[src/rtl/i2s_rx_deserializer.sv]
`default_nettype none
// ============================================================================
// Module      : i2s_rx_deserializer
// Description : I2S (Philips format) receive front end. Samples SD/WS on the
//               rising edge of the bit clock, locks onto a left-channel frame
//               start, deserializes MSB-first slots and publishes left/right
//               pairs through a valid/ready handshake. Sticky overrun and
//               slot-length error flags feed the status register.
// Revision    : 1.0 - initial release
// ============================================================================
module i2s_rx_deserializer #(
  parameter int DATA_W = 24,  // bits kept per channel, MSB-aligned in the slot
  parameter int SLOT_W = 32   // expected bit clocks per channel slot
) (
  input  logic              i_tclk,
  input  logic              i_nrst,
  input  logic              i_enable,
  input  logic              i_ws,
  input  logic              i_sd,
  input  logic              i_ready,
  input  logic              i_clr_err,
  output logic [DATA_W-1:0] o_left,
  output logic [DATA_W-1:0] o_right,
  output logic              o_valid,
  output logic              o_overrun,
  output logic              o_slot_err,
  output logic              o_sync
);

  // --------------------------------------------------------------------------
  // Constants
  // --------------------------------------------------------------------------
  // Slot length is compared on 7 bits so a saturated counter (63) plus the
  // final bit (64) still fits without wrapping back onto a legal length.
  localparam logic [6:0] C_SLOT_W  = 7'(SLOT_W);
  localparam logic [5:0] C_CNT_MAX = 6'd63;

  // --------------------------------------------------------------------------
  // Receiver state
  // --------------------------------------------------------------------------
  typedef enum logic [1:0] {
    ST_IDLE = 2'd0,   // disabled: pipeline flushed, published data retained
    ST_SYNC = 2'd1,   // waiting for WS 1->0 (right LSB) to find a frame start
    ST_RECV = 2'd2    // locked: deserializing slots
  } state_t;

  state_t              state_q,     state_d;
  logic                ws_q,        ws_d;
  logic [5:0]          cnt_q,       cnt_d;
  logic [DATA_W-1:0]   shift_q,     shift_d;
  logic [DATA_W-1:0]   left_hold_q, left_hold_d;
  logic                left_ok_q,   left_ok_d;
  logic [DATA_W-1:0]   left_q,      left_d;
  logic [DATA_W-1:0]   right_q,     right_d;
  logic                valid_q,     valid_d;
  logic                overrun_q,   overrun_d;
  logic                slot_err_q,  slot_err_d;

  // --------------------------------------------------------------------------
  // Combinational helpers
  // --------------------------------------------------------------------------
  logic                w_ws_edge;    // any WS transition: current slot ends
  logic                w_ws_fall;    // WS 1->0: right slot ends, left begins
  logic [6:0]          w_slot_len;   // bits in the slot ending on this edge
  logic [DATA_W-1:0]   w_bit_sel;    // one-hot target of the current bit
  logic [DATA_W-1:0]   w_shift_in;   // shift register with current bit merged
  logic [5:0]          w_cnt_inc;    // saturating bit counter increment

  assign w_ws_edge  = (i_ws != ws_q);
  assign w_ws_fall  = ws_q & ~i_ws;
  assign w_slot_len = {1'b0, cnt_q} + 7'd1;
  assign w_cnt_inc  = (cnt_q == C_CNT_MAX) ? C_CNT_MAX : (cnt_q + 6'd1);

  // Decode the bit counter into the MSB-first write position; counts at or
  // beyond DATA_W select nothing so trailing slot bits are simply dropped.
  always_comb begin
    w_bit_sel = '0;
    for (int i = 0; i < DATA_W; i++) begin
      w_bit_sel[i] = (int'(cnt_q) == (DATA_W - 1 - i));
    end
  end

  // Bits never written stay zero, which zero-pads short slots in the LSBs.
  assign w_shift_in = shift_q | (w_bit_sel & {DATA_W{i_sd}});

  // --------------------------------------------------------------------------
  // Next-state and datapath logic
  // --------------------------------------------------------------------------
  // Computes state transitions, slot assembly, pair publication, handshake
  // and sticky error flags for the next rising edge.
  always_comb begin
    state_d     = state_q;
    ws_d        = i_ws;
    cnt_d       = cnt_q;
    shift_d     = shift_q;
    left_hold_d = left_hold_q;
    left_ok_d   = left_ok_q;
    left_d      = left_q;
    right_d     = right_q;
    valid_d     = valid_q;
    overrun_d   = overrun_q;
    slot_err_d  = slot_err_q;

    // Consumer takes the pair; a publish later in this block re-asserts valid.
    if (valid_q && i_ready) begin
      valid_d = 1'b0;
    end

    // Clear first so that a set event on the same edge takes priority.
    if (i_clr_err) begin
      overrun_d  = 1'b0;
      slot_err_d = 1'b0;
    end

    if (!i_enable) begin
      // Disable from any state: flush the partial frame, keep published data.
      state_d   = ST_IDLE;
      cnt_d     = '0;
      shift_d   = '0;
      left_ok_d = 1'b0;
      valid_d   = 1'b0;
    end else begin
      case (state_q)
        ST_IDLE: begin
          cnt_d     = '0;
          shift_d   = '0;
          left_ok_d = 1'b0;
          valid_d   = 1'b0;
          state_d   = ST_SYNC;
        end

        ST_SYNC: begin
          // The bit sampled with the falling WS is a right LSB of unknown
          // history; drop it so the next bit starts a clean left slot.
          if (w_ws_fall) begin
            cnt_d   = '0;
            shift_d = '0;
            state_d = ST_RECV;
          end
        end

        ST_RECV: begin
          if (!w_ws_edge) begin
            shift_d = w_shift_in;
            cnt_d   = w_cnt_inc;
          end else begin
            // This bit is the LSB of the slot belonging to channel ws_q.
            cnt_d   = '0;
            shift_d = '0;
            if (w_slot_len != C_SLOT_W) begin
              slot_err_d = 1'b1;
            end
            if (!ws_q) begin
              left_hold_d = w_shift_in;
              left_ok_d   = 1'b1;
            end else if (left_ok_q) begin
              left_d    = left_hold_q;
              right_d   = w_shift_in;
              valid_d   = 1'b1;
              left_ok_d = 1'b0;
              // Overwriting an unaccepted pair loses data.
              if (valid_q && !i_ready) begin
                overrun_d = 1'b1;
              end
            end
            // A right slot without a preceding left slot is dropped.
          end
        end

        default: begin
          state_d = ST_IDLE;
        end
      endcase
    end
  end

  // --------------------------------------------------------------------------
  // State registers
  // --------------------------------------------------------------------------
  // All receiver flops; asynchronous active-low reset to the idle state.
  always_ff @(posedge i_tclk or negedge i_nrst) begin
    if (!i_nrst) begin
      state_q     <= ST_IDLE;
      ws_q        <= 1'b0;
      cnt_q       <= '0;
      shift_q     <= '0;
      left_hold_q <= '0;
      left_ok_q   <= 1'b0;
      left_q      <= '0;
      right_q     <= '0;
      valid_q     <= 1'b0;
      overrun_q   <= 1'b0;
      slot_err_q  <= 1'b0;
    end else begin
      state_q     <= state_d;
      ws_q        <= ws_d;
      cnt_q       <= cnt_d;
      shift_q     <= shift_d;
      left_hold_q <= left_hold_d;
      left_ok_q   <= left_ok_d;
      left_q      <= left_d;
      right_q     <= right_d;
      valid_q     <= valid_d;
      overrun_q   <= overrun_d;
      slot_err_q  <= slot_err_d;
    end
  end

  // --------------------------------------------------------------------------
  // Outputs
  // --------------------------------------------------------------------------
  assign o_left     = left_q;
  assign o_right    = right_q;
  assign o_valid    = valid_q;
  assign o_overrun  = overrun_q;
  assign o_slot_err = slot_err_q;
  assign o_sync     = (state_q == ST_RECV);

endmodule
`default_nettype wire

[config.mk]
export PLATFORM = sky130hd
export DESIGN_NAME = i2s_rx_deserializer
export DESIGN_NICKNAME = d
export VERILOG_FILES = /design/src/rtl/i2s_rx_deserializer.sv
export SDC_FILE = /design/constraint.sdc
export NUM_CORES = 1
export LEC_CHECK = 0
export ABC_CLOCK_PERIOD_IN_PS = 3210
export CORE_MARGIN = 5
export CORE_UTILIZATION = 29
export CTS_CLUSTER_DIAMETER = 50
export DETAILED_ROUTE_END_ITERATION = 8
export HOLD_SLACK_MARGIN = 0.1
export MAX_ROUTING_LAYER = met4
export SYNTH_ARGS = -nofsm -noshare
export SYNTH_HDL_FRONTEND = slang
export SYNTH_SLANG_ARGS = --single-unit
[constraint.sdc]
create_clock -name i_tclk -period 3.21 [get_ports i_tclk]
set_input_delay 0.321 -clock i_tclk [delete_from_list [all_inputs] [get_ports i_tclk]]
set_output_delay 0.321 -clock i_tclk [all_outputs]
set_load 0.01 [all_outputs]
# Yosys cells after proc, flatten, opt, wreduce, memory -nomap -nowiden
# Index checks and enable logic that the tools add are counted.
# W data, S select, Z words.
[totals] ff_bits=109 latch_bits=0 ramBits=0 rom_bits=0 input_bits=7 out_inout_bits=52 wordCells=95 mem_count=0
[classes] addsub=2 mul=0 div_mod_pow=0 order_cmp=0 eq_ne=33 n_shift=0 mux=34 n_bitwise=5 reduce_logical=10
[ops] cell="$mux W24" count=3
[ops] cell="$pmux W24 S3" count=1
[ops] cell="$eq A6 B6 Y1 const B" count=9
[ops] cell="$eq A6 B5 Y1 const B" count=8
[ops] cell="$and A24 B24 Y24" count=1
[ops] cell="$eq A6 B4 Y1 const B" count=4
[ops] cell="$mux W6" count=4
[ops] cell="$or A24 B24 Y24" count=1
[ops] cell="$mux W1" count=20
[ops] cell="$pmux W6 S3" count=1
[ops] cell="$eq A6 B3 Y1 const B" count=2
[ops] cell="$add A6 B1 Y7 const B" count=1
[ops] cell="$ne A7 B6 Y1 const B" count=1
[ops] cell="$add A6 B1 Y6 const B" count=1
[ops] cell="$eq A6 B2 Y1 const B" count=1
[ops] cell="$logic_not A6 Y1" count=1
[ops] cell="$pmux W2 S3" count=1
[ops] cell="$reduce_and A2 Y1" count=3
[ops] cell="$reduce_and A5 Y1" count=1
[ops] cell="$mux W2" count=2
[ops] cell="$ne A4 B1 Y1 const B" count=1
[ops] cell="$pmux W1 S2" count=2
[ops] cell="$reduce_and A4 Y1" count=1
[ops] cell="$ne A3 B1 Y1 const B" count=1
[ops] cell="11 further kinds" count=13

# Depth between registers and ports, before layout
[depth] ltp_word=8 ltp_mapped=7 ltp_nobuf=5

# Worst setup path before layout
# No wires, ideal clock.
[synth_path] path_kind="reg2reg" start="register ws_q" end="register left_q[23], in the netlist o_left[23]" setup_ns=0.128 arrival_time_ns=1.740 required_ns=3.082 path_slack_ns=1.343 stages_incl_launch_ff=7 path_buffers=2 period_less_slack_ns=1.867 cell_sequence="dfrtp_1 ha_1 nand4bb_4 nor2_4 buf_6 buf_6 mux2_1"
[synth_between] elab_chain_cells=2
[synth_rtl] element="from (decl)" line="48" rtl="logic ws_q, ws_d;"
[synth_rtl] element="from (signal assigned)" line="196" rtl="ws_q <= ws_d;"
[synth_rtl] element="$ne A1 B1 Y1" line="69" rtl="assign w_ws_edge = (i_ws != ws_q);"
[synth_rtl] element="$reduce_and A5 Y1 (no line) *"
[synth_rtl] element="to (signal assigned)" line="201" rtl="left_q <= left_d;"
[synth_rtl] element="to (decl)" line="53" rtl="logic [DATA_W-1:0] left_q, left_d;"
# Mark *: on every way between the ends. The rest lies on a longest branch, timed or not.
# A chain may end at the register's enable or synchronous reset.

# Worst setup path in the final report
[layout_path] start="input port i_ws" end="register left_q[8], in the netlist o_left[8]"
[layout_between] elab_chain_cells=2
[layout_rtl] element="from (decl)" line="18" rtl="input logic i_ws,"
[layout_rtl] element="$ne A1 B1 Y1" line="69"
[layout_rtl] element="$reduce_and A5 Y1 (no line)"
# No other way between the ends.

==> out/qor.csv <==
metric,value,unit
outcome,completed,
number of max-cap violations,0,
Netlist cell types,45,
Worst path max stage delay,0.50,ns
Syn Area/Cell,13.0,sq um
Yosys reg bits,109,
num rows,46,
"Design Area, Final",5760,sq um
Fin. Hold Viols,0,
highest-delay cell along the critical path,clkdlybuf4s50_1,
number of enable flip-flop cells after synthesis,0,
vias in the first global route,3089,
Final Max Tran Viols,0,
post-route clock period utilization,0.687,
Place WS,0.630,ns
RSZ-0062 raised after global routing,false,
largest net degree at the start of global routing,86,
Initial Util,0.295,
Core Region,15900,sq um
DRC,0,
CP max FO,30,
Fin Clk Skew,0.0104,ns
post-DR vias/cell,4.75,
gr ovfl total,0,
number of diodes,0,
critical path class,primary input to register,
final-layout fill cell count,1569,
Die Footprint,18800,sq um
Die W,137,microns
Cells after Synth,361,
Ys Warns,0,
Root Driver,clkbuf_16,
pwr dens,451,nW/um^2
Cells after DPL,622,
share of layout cells above drive strength 1,0.190,
Total Wirelength,9850,microns
TritonRoute pass-1 iters,4,
Slew HR,0.308,
initial antenna violation count,0,
Lkg Pwr,2.73,nW
R2R Setup Slk,1.05,ns
clk sink count,109,
postcts setup bufs,0,
fin cells,638,
worst setup margin,1.00,ns
Nets,429,
Post-CTS Hold Buffers,0,
clock slew at reported path FFs,0.07,ns
Hold WC Path Type,primary input to asynchronous set/reset pin,
post-DP HPWL,6850,microns
"FFs w/ async S/R, synth",1.00,
Clock Path Buffers,2,
TritonCTS buffer count,9,
H-tree depth,3,
Initial DRC Count,183,
min Tclk post-route,2.21,ns
Sum Neg Setup Slack,0,ns
Final Setup Violations,0,
IO Pins,59,
vias after detailed routing,3029,
CTS tree,yes,
first-pass GRT wire length,16600,microns
Die Span Y,137,microns
Synthesized Nets,373,
wire length per cell after detailed routing,15.4,microns
sequential-to-total area share from yosys stat,0.583,
Max rail drop VDD,0.231,mV
post-CTS sizing,0,
GRT Resource Usage Total,0.115,
crit path DAT,2.43,ns
crit start category,primary input,
dpl cell area,5470,sq um
WP data required,3.44,ns
worst slew pin tran,1.04,ns
Synth-to-Final Area Change,23.1,%
Fmax achieved,453,MHz
Port Buf Inserts,58,
Setup crit end kind,register,
worst skew pair latency,0.35,ns
Routability Congestion,0.810,
critical-path cell list,"clkdlybuf4s50_1, inv_1, ha_1, nand4bb_4, nor2_4, buf_4, mux2_2",
Most used DFF post-synth,dfrtp_1,
Synth Cell Area,4680,sq um
"antenna viol nets, final",0,
-- synth_stat cells (2+ instances only) --
| cell | instances | area share |
|---|---|---|
| o2bb2ai_1 | 2 | 0.0037 |
| and3_1 | 3 | 0.0040 |
| inv_1 | 16 | 0.013 |
| o21ai_0 | 4 | 0.0043 |
| nand2_1 | 7 | 0.0056 |
| mux2_2 | 45 | 0.11 |
| mux2i_1 | 7 | 0.015 |
| mux2_1 | 13 | 0.031 |
| buf_6 | 3 | 0.0072 |
| nor2_4 | 2 | 0.0048 |
| a21o_1 | 13 | 0.021 |
| nand2b_1 | 3 | 0.0040 |
| a31o_2 | 2 | 0.0037 |
| nand3_1 | 2 | 0.0021 |
| ha_1 | 5 | 0.013 |
| a22o_1 | 15 | 0.028 |
| nor3_1 | 2 | 0.0021 |
| a31o_1 | 2 | 0.0037 |
| o21a_1 | 5 | 0.0080 |
| o32ai_1 | 2 | 0.0037 |
| a21oi_1 | 15 | 0.016 |
| a31oi_1 | 19 | 0.025 |
| buf_4 | 6 | 0.0096 |
| nor2b_1 | 5 | 0.0067 |
| dfrtp_1 | 109 | 0.58 |
| nor4bb_1 | 5 | 0.011 |
| buf_2 | 12 | 0.013 |
| clkbuf_1 | 4 | 0.0032 |
| o22ai_1 | 2 | 0.0027 |
| nor2_1 | 16 | 0.013 |
-- sequential cells by signal, summed over array words and instances, names as in the netlist --
name,cells
state_q,2
cnt_q,6
left_ok_q,1
o_left,24
shift_q,24
o_slot_err,1
o_overrun,1
o_right,24
o_valid,1
ws_q,1
left_hold_q,24
-- critical path: cells and delay by family --
| family | cells | cell delay (ns) |
|---|---|---|
| buffers and inverters | 3 | 0.93 |
| AND/OR/NAND/NOR | 2 | 0.41 |
| multiplexers | 1 | 0.38 |
| adder cells (fa/ha/maj) | 1 | 0.36 |
-- through the flow --
stage                     utilization  total power, mW  hold slack, ns
after global placement          0.344             1.54           0.467
after floorplan                     -             1.48          0.0254
after global routing            0.363             2.70           0.246
after CTS                       0.363             2.63           0.209
final                           0.363             2.60           0.157
after detailed placement        0.344             1.54           0.468
-- layout make-up --
class,count,area [sq um],area share
Sequential cell,109,2730,0.473
Multi-Input combinational cell,210,1740,0.301
Timing Repair Buffer,71,676,0.117
Tap cell,216,270,0.0469
Clock buffer,11,253,0.0439
Inverter,16,60.1,0.0104
Clock inverter,5,40.0,0.00695
-- cell usage in the layout, fill, tap and decap left out, types with 3 or more instances in the layout --
cell type | synthesis | final
clkbuf_16 | 0 | 9
nor4bb_1 | 5 | 5
inv_1 | 16 | 16
ha_1 | 5 | 5
mux2_1 | 13 | 13
o21ai_0 | 4 | 4
dfrtp_1 | 109 | 109
a31oi_1 | 19 | 19
a22o_1 | 15 | 15
clkdlybuf4s50_1 | 0 | 57
mux2_2 | 45 | 45
nand2_1 | 7 | 7
mux2i_1 | 7 | 7
o21a_1 | 5 | 5
nand2b_1 | 3 | 3
nor2b_1 | 5 | 5
a21oi_1 | 15 | 15
buf_4 | 6 | 14
nor2_1 | 16 | 16
a21o_1 | 13 | 13
inv_6 | 0 | 3
and3_1 | 3 | 3
-- path summary, 6_finish.rpt --
check                                 startpoint                 endpoint  cells past startpoint
setup / recovery                            i_ws    o_left[8]$_DFFE_PN0P_                      7
hold / removal                            i_nrst   o_left[14]$_DFFE_PN0P_                      1
setup reg to reg                  ws_q$_DFF_PN0_    o_left[8]$_DFFE_PN0P_                      5
hold reg to reg            left_ok_q$_DFFE_PN0P_    left_ok_q$_DFFE_PN0P_                      1
max in group asynchronous                 i_nrst  o_right[23]$_DFFE_PN0P_                      2
min in group i_tclk        left_ok_q$_DFFE_PN0P_    left_ok_q$_DFFE_PN0P_                      1
-- power by group --
group	switching, mW	total [mW]	internal [mW]
Combinational	0.0615	0.0964	0.0350
Clock	0.509	1.09	0.578
Sequential	0.0175	1.41	1.40
Total	0.588	2.60	2.01
-- cells by family (layout without fill, tap and decap cells) --
family | Yosys count | in the layout | share of synthesized area
AND/OR/NAND/NOR | 53 | 53 | 0.0714
AO/OA/AOI/OAI | 87 | 87 | 0.131
adder cells (fa/ha/maj) | 5 | 5 | 0.0134
multiplexers | 65 | 65 | 0.154
buffers and inverters | 42 | 103 | 0.0468
flip-flops | 109 | 109 | 0.583
-- layer usage --
layer | vias to the layer above | global-route usage | routed length [microns]
met1 | 1524 | 0.163 | 5020
met4 | 0 | 0.0261 | 95
li1 | 1419 | - | -
met2 | 75 | 0.166 | 4350
met5 | - | - | 0
met3 | 11 | 0.0298 | 392
(Power assumes the default switching activity.)
